[config.mk]
export PLATFORM = sky130hd
export DESIGN_NAME = register_bank_2r1w
export DESIGN_NICKNAME = d
export VERILOG_FILES = /design/src/rtl/register_bank_2r1w.sv
export SDC_FILE = /design/constraint.sdc
export NUM_CORES = 2
export LEC_CHECK = 0
export CORE_UTILIZATION = 45
export CTS_CLUSTER_DIAMETER = 100
export DETAILED_ROUTE_END_ITERATION = 8
export GPL_TIMING_DRIVEN = 0
export SYNTH_ARGS = -nofsm -noshare
export SYNTH_HDL_FRONTEND = slang
export SYNTH_SLANG_ARGS = --single-unit
[constraint.sdc]
create_clock -name clk -period 3.35 [get_ports clk]
set_input_delay 0.335 -clock clk [delete_from_list [all_inputs] [get_ports clk]]
set_output_delay 0.335 -clock clk [all_outputs]
set_load 0.02 [all_outputs]
[src/rtl/register_bank_2r1w.sv]
`timescale 1ns/1ps
// register_bank_2r1w
// Architectural register file with two registered read ports, one write
// port with byte enables, and a per-register pending scoreboard.
// Each read sees the state as it will be after this cycle's write and
// pending update. Register data and the pending bit therefore both
// reflect any write or pend_set to the same address in the same cycle.
module register_bank_2r1w #(
  parameter int DATA_W  = 32,
  parameter int ADDR_W  = 4,
  parameter int ZERO_R0 = 0
) (
  input  logic                  clk,
  input  logic                  rst_n,
  input  logic                  rd_req_a,
  input  logic [ADDR_W-1:0]     rd_addr_a,
  output logic [DATA_W-1:0]     rd_data_a,
  output logic                  rd_pend_a,
  output logic                  rd_vld_a,
  input  logic                  rd_req_b,
  input  logic [ADDR_W-1:0]     rd_addr_b,
  output logic [DATA_W-1:0]     rd_data_b,
  output logic                  rd_pend_b,
  output logic                  rd_vld_b,
  input  logic                  wr_en,
  input  logic [ADDR_W-1:0]     wr_addr,
  input  logic [DATA_W-1:0]     wr_data,
  input  logic [DATA_W/8-1:0]   wr_be,
  input  logic                  pend_set,
  input  logic [ADDR_W-1:0]     pend_addr,
  output logic [(1<<ADDR_W)-1:0] pend_vec
);

  localparam int DEPTH = 1 << ADDR_W;
  localparam int NB    = DATA_W / 8;

  logic [DATA_W-1:0] mem_q [DEPTH];
  logic [DEPTH-1:0]  pend_q, pend_d;

  logic              wr_ok;
  logic              pset_ok;
  logic [DATA_W-1:0] wr_merged;

  logic [DATA_W-1:0] rd_data_a_q, rd_data_a_d;
  logic [DATA_W-1:0] rd_data_b_q, rd_data_b_d;
  logic              rd_pend_a_q, rd_pend_a_d;
  logic              rd_pend_b_q, rd_pend_b_d;
  logic              rd_vld_a_q, rd_vld_b_q;

  // Qualify write and pend_set; a hardwired-zero r0 swallows both.
  always_comb begin
    wr_ok   = wr_en;
    pset_ok = pend_set;
    if (ZERO_R0 != 0) begin
      if (wr_addr == '0)   wr_ok   = 1'b0;
      if (pend_addr == '0) pset_ok = 1'b0;
    end
  end

  // Post-write value of the target register: new bytes where enabled.
  always_comb begin
    wr_merged = mem_q[wr_addr];
    for (int i = 0; i < NB; i++) begin
      if (wr_be[i]) wr_merged[8*i +: 8] = wr_data[8*i +: 8];
    end
  end

  // Scoreboard next state: the write clears, then pend_set wins.
  always_comb begin
    pend_d = pend_q;
    if (wr_ok)   pend_d[wr_addr]   = 1'b0;
    if (pset_ok) pend_d[pend_addr] = 1'b1;
  end

  // Read-port next values with write-first bypass of the merged word.
  always_comb begin
    rd_data_a_d = mem_q[rd_addr_a];
    rd_data_b_d = mem_q[rd_addr_b];
    if (wr_ok && (wr_addr == rd_addr_a)) rd_data_a_d = wr_merged;
    if (wr_ok && (wr_addr == rd_addr_b)) rd_data_b_d = wr_merged;
    rd_pend_a_d = pend_d[rd_addr_a];
    rd_pend_b_d = pend_d[rd_addr_b];
  end

  // Register storage; r0 is never written when hardwired to zero.
  always_ff @(posedge clk or negedge rst_n) begin
    if (!rst_n) begin
      for (int i = 0; i < DEPTH; i++) mem_q[i] <= '0;
    end else if (wr_ok) begin
      mem_q[wr_addr] <= wr_merged;
    end
  end

  // Pending scoreboard register.
  always_ff @(posedge clk or negedge rst_n) begin
    if (!rst_n) pend_q <= '0;
    else        pend_q <= pend_d;
  end

  // Read output registers: data/pend load on request and hold otherwise.
  always_ff @(posedge clk or negedge rst_n) begin
    if (!rst_n) begin
      rd_data_a_q <= '0;
      rd_data_b_q <= '0;
      rd_pend_a_q <= 1'b0;
      rd_pend_b_q <= 1'b0;
      rd_vld_a_q  <= 1'b0;
      rd_vld_b_q  <= 1'b0;
    end else begin
      rd_vld_a_q <= rd_req_a;
      rd_vld_b_q <= rd_req_b;
      if (rd_req_a) begin
        rd_data_a_q <= rd_data_a_d;
        rd_pend_a_q <= rd_pend_a_d;
      end
      if (rd_req_b) begin
        rd_data_b_q <= rd_data_b_d;
        rd_pend_b_q <= rd_pend_b_d;
      end
    end
  end

  assign rd_data_a = rd_data_a_q;
  assign rd_pend_a = rd_pend_a_q;
  assign rd_vld_a  = rd_vld_a_q;
  assign rd_data_b = rd_data_b_q;
  assign rd_pend_b = rd_pend_b_q;
  assign rd_vld_b  = rd_vld_b_q;
  assign pend_vec  = pend_q;

endmodule

==> out/qor.txt <==
Outcome - completed
Die height - 280 um
Slew Limit Fails - 0
Net Sw Frac - 31.8%
Top FF cell, synth - dfrtp_1
WL/cell - 33.1 um
Period minus WS final - 3.32 ns
Mapped Avg Cell Area - 12.8 um2
Lkg Pwr - 16.4 nW
Reg-to-reg slack, setup - 1.26 ns
Synth cell types - 48
First-pass GRT wire length - 193,000 um
# rows - 101
Post-DP HPWL - 89,800 um
Vias in the first global route - 27,900
TritonCTS clock tree - built
GRT Residual Overflow - 0
Largest family of logic cells by synthesized area - multiplexers
Depth of the CTS H-tree - 3
Initial antenna violation count - 5
Commonest cells after routing, fill and taps aside - dfrtp_1, nand2_1, mux4_2
Sw Pwr - 0.00868 W
Num CTS Buffers - 71
Power, Total - 0.0273 W
Number of clock sinks - 596
Critical path startpoint - wr_addr[1]
Core area - 76,200 um2
Synthesized Nets - 2,780
Yosys warns - 0
Critical Path, Cell by Cell - clkdlybuf4s50_1, buf_2, buf_2, nand2_1, nor2_1, clkbuf_1, mux2_2
Leading cell type in the layout, fill and taps excluded - dfrtp_1
WP buf/inv - 4
Final hold violation count - 0
Peak Freq - 301 MHz
Area of the multi-input gates - 18,600 um2
P per Cell Area - 682 nW/um2
Initial Util - 45.7%
Synth Register Bits - 596
DR vias/cell - 6.80
Setup violators final - 0
Final wirelength - 133,000 um
Sequential share of the synthesized area - 42.9%
Maxcap violations - 0
Net count reported at finish - 2,989
Synth Area in XOR/XNOR - 0.201%
Combinational Power Share - 29.5%
Clock Latency Late Sink - 0.62 ns
Slowest-stage cell, CP - clkbuf_1
RSZ-0062 raised after global routing - no
Area Overhead vs Synth - 15.0%
CP dominant cell by count - buf_2
Setup CP Type - in -> reg
Mapped Cells - 2,722
Clk buf depth - 3
Delay-heaviest family, CP - buffers and inverters
Post-Synth Simple-Gate Area - 8.01%
WP data required - 3.84 ns
Hold crit path type - in -> reg
Fin Clk Skew - 0.0189 ns
Fin crit share - 99.0%
Crit start category - primary input
I/O Pins - 142
Worst Hold Margin - 0.261 ns
Horiz. Die Dim - 280 um
Data arrival, critical path - 3.81 ns
Root Driver - clkbuf_16
All-Layer GR Usage - 34.6%
Mux contribution to synthesized area - 37.1%
Critical Path Max Stage Delay - 0.97 ns
Clk pin slew, worst setup/hold paths - 0.06 ns
Flip-flop and latch area - 14,900 um2
Drt first pass iters - 7
Critical Path Fanout Max - 10
Number of flops mapped to enable cells by yosys - 0
Crit. path cell count - 7
Filler cells - 6,498
Post-Synth Adder-Cell Area - 0%
Gpl congestion - 0.948
Clock power frac - 30.2%
Compound-Gate Fraction of Synth Area - 8.10%
Vias - 27,300
Slew HR - 3.78%
Reg2reg path depth - 5
Pint - 0.0186 W
R2R Path End - rd_data_b[15]
Initial DRC Count - 3,290
Largest net degree at the start of global routing - 123
Residual DRC count - 0
R2r startpoint - mem_q[239]
Sequential share of power - 40.3%
Post-Syn Area - 34,800 um2
CP endpoint kind - flop
Worst-Margin Slew - 1.44 ns
Share of cells above drive strength 1 - 29.4%
PortBufs - 130
Die area - 78,500 um2
CP Capture Point - mem_q[131]
Ys async rst share - 100%
Worst VDD drop - 0.359 mV
ANT nets after route - 0
==> repair_timing <==
action,in CTS,in global routing
hold buffers,1,0
hold endpoints to repair,75,0
endpoints found under the setup margin,47,0
buffers inserted,0,0
resized for setup,1,0
==> cell families after synthesis <==
kind of cell / after synthesis
flops: 596
buf+inv: 276
xor+xnor: 8
simple gates: 651
mux: 705
compound gates: 486
==> cell usage after synthesis, types with 2 or more instances <==
cell,number,area [um2]
a31oi_1,2,12.5
o22a_1,2,17.5
buf_1,20,75.1
mux2i_1,64,641
buf_2,80,400
xor2_1,6,52.6
nand3b_1,3,22.5
buf_6,15,169
mux4_2,449,10100
and3_1,34,213
o211ai_1,66,495
dfrtp_1,596,14900
nand2b_1,39,244
nor2b_1,12,75.1
nand2_1,477,1790
o21ai_0,329,1650
buf_4,12,90.1
a311oi_1,2,17.5
a211oi_1,2,15.0
nor3_1,2,10.0
nor2_1,22,82.6
o21a_1,64,480
or3_1,2,12.5
mux2_2,192,2160
nand3_1,49,245
a21oi_1,8,40.0
inv_1,7,26.3
a32oi_1,2,17.5
nand4_1,2,12.5
clkbuf_1,142,533
xnor2_1,2,17.5
and3b_2,2,20.0
==> power groups by stage <==
stage / Sequential [W] / Combinational, W / Clock [W]
global route: 0.0113 / 0.00855 / 0.00856
global placement: 0.0108 / 0.00776 / 0
floorplan: 0.0108 / 0.00540 / 0
finish: 0.0110 / 0.00806 / 0.00825
CTS: 0.0109 / 0.00799 / 0.00830
detailed placement: 0.0110 / 0.00796 / 0
==> worst min path at each step <==
stage | from | to | slack, ns | depth (start not counted)
2_1_floorplan | rst_n | mem_q[0] | 0.04 | 0
6_report | pend_addr[0] | pend_vec[7] | 0.26 | 3
4_1_cts | pend_addr[0] | pend_vec[7] | 0.22 | 3
5_1_grt | pend_addr[0] | pend_vec[7] | 0.28 | 3
3_5_place_dp | rst_n | rd_pend_b | 0.36 | 1
3_3_place_gp | rd_data_b[5] | rd_data_b[5] | 0.46 | 1
==> sequential cells by signal (all words and copies together), names as in the netlist <==
| name | count |
|---|---|
| mem_q | 512 |
| rd_data_a | 32 |
| rd_data_b | 32 |
| pend_vec | 16 |
| rd_pend_a | 1 |
| rd_pend_b | 1 |
| rd_vld_a | 1 |
| rd_vld_b | 1 |
==> area by class of cell <==
cell class / instances / share of cell area (%)
Clock inverter: 22 / 0.772
Clock buffer: 104 / 5.36
Antenna cell: 7 / 0.0438
Sequential cell: 596 / 37.3
Tap cell: 1030 / 3.22
Inverter: 7 / 0.0657
Buffer: 269 / 3.17
Timing Repair Buffer: 136 / 3.63
Multi-Input combinational cell: 1850 / 46.5
==> per-layer routing <==
layer / wire (um) / share of wire (%) / vias to the layer above / track usage [%]
met4: 8440 / 6.3 / 2 / 19.3
met5: 13 / 0.0098 / - / 0
met1: 49100 / 37 / 14200 / 44.5
met3: 16500 / 12 / 473 / 12.0
li1: - / - / 10800 / -
met2: 59200 / 44 / 1912 / 51.0
==> metrics by stage <==
stage | instance area (um2) | utilization [%] | std cells | setup WS, ns | setup TNS [ns]
after floorplan | 34800 | - | 2722 | 1.21 | 0
after global placement | 37400 | 49.1 | 3882 | -24.55 | -
after detailed placement | 37500 | 49.3 | 3887 | -0.850 | -137.17
after CTS | 40000 | 52.5 | 4014 | 0.0330 | 0
after global routing | 40000 | 52.5 | 4014 | 0.0298 | 0
final | 40000 | 52.5 | 4021 | 0.0324 | 0
==> worst reg2reg max path: cells and delay by family, from the launching register on <==
family	cells	cell delay, ns
simple gates	1	0.09
flops	1	0.44
compound gates	2	0.40
mux	2	1.06
Note: power is estimated with default switching activity, not from simulation.
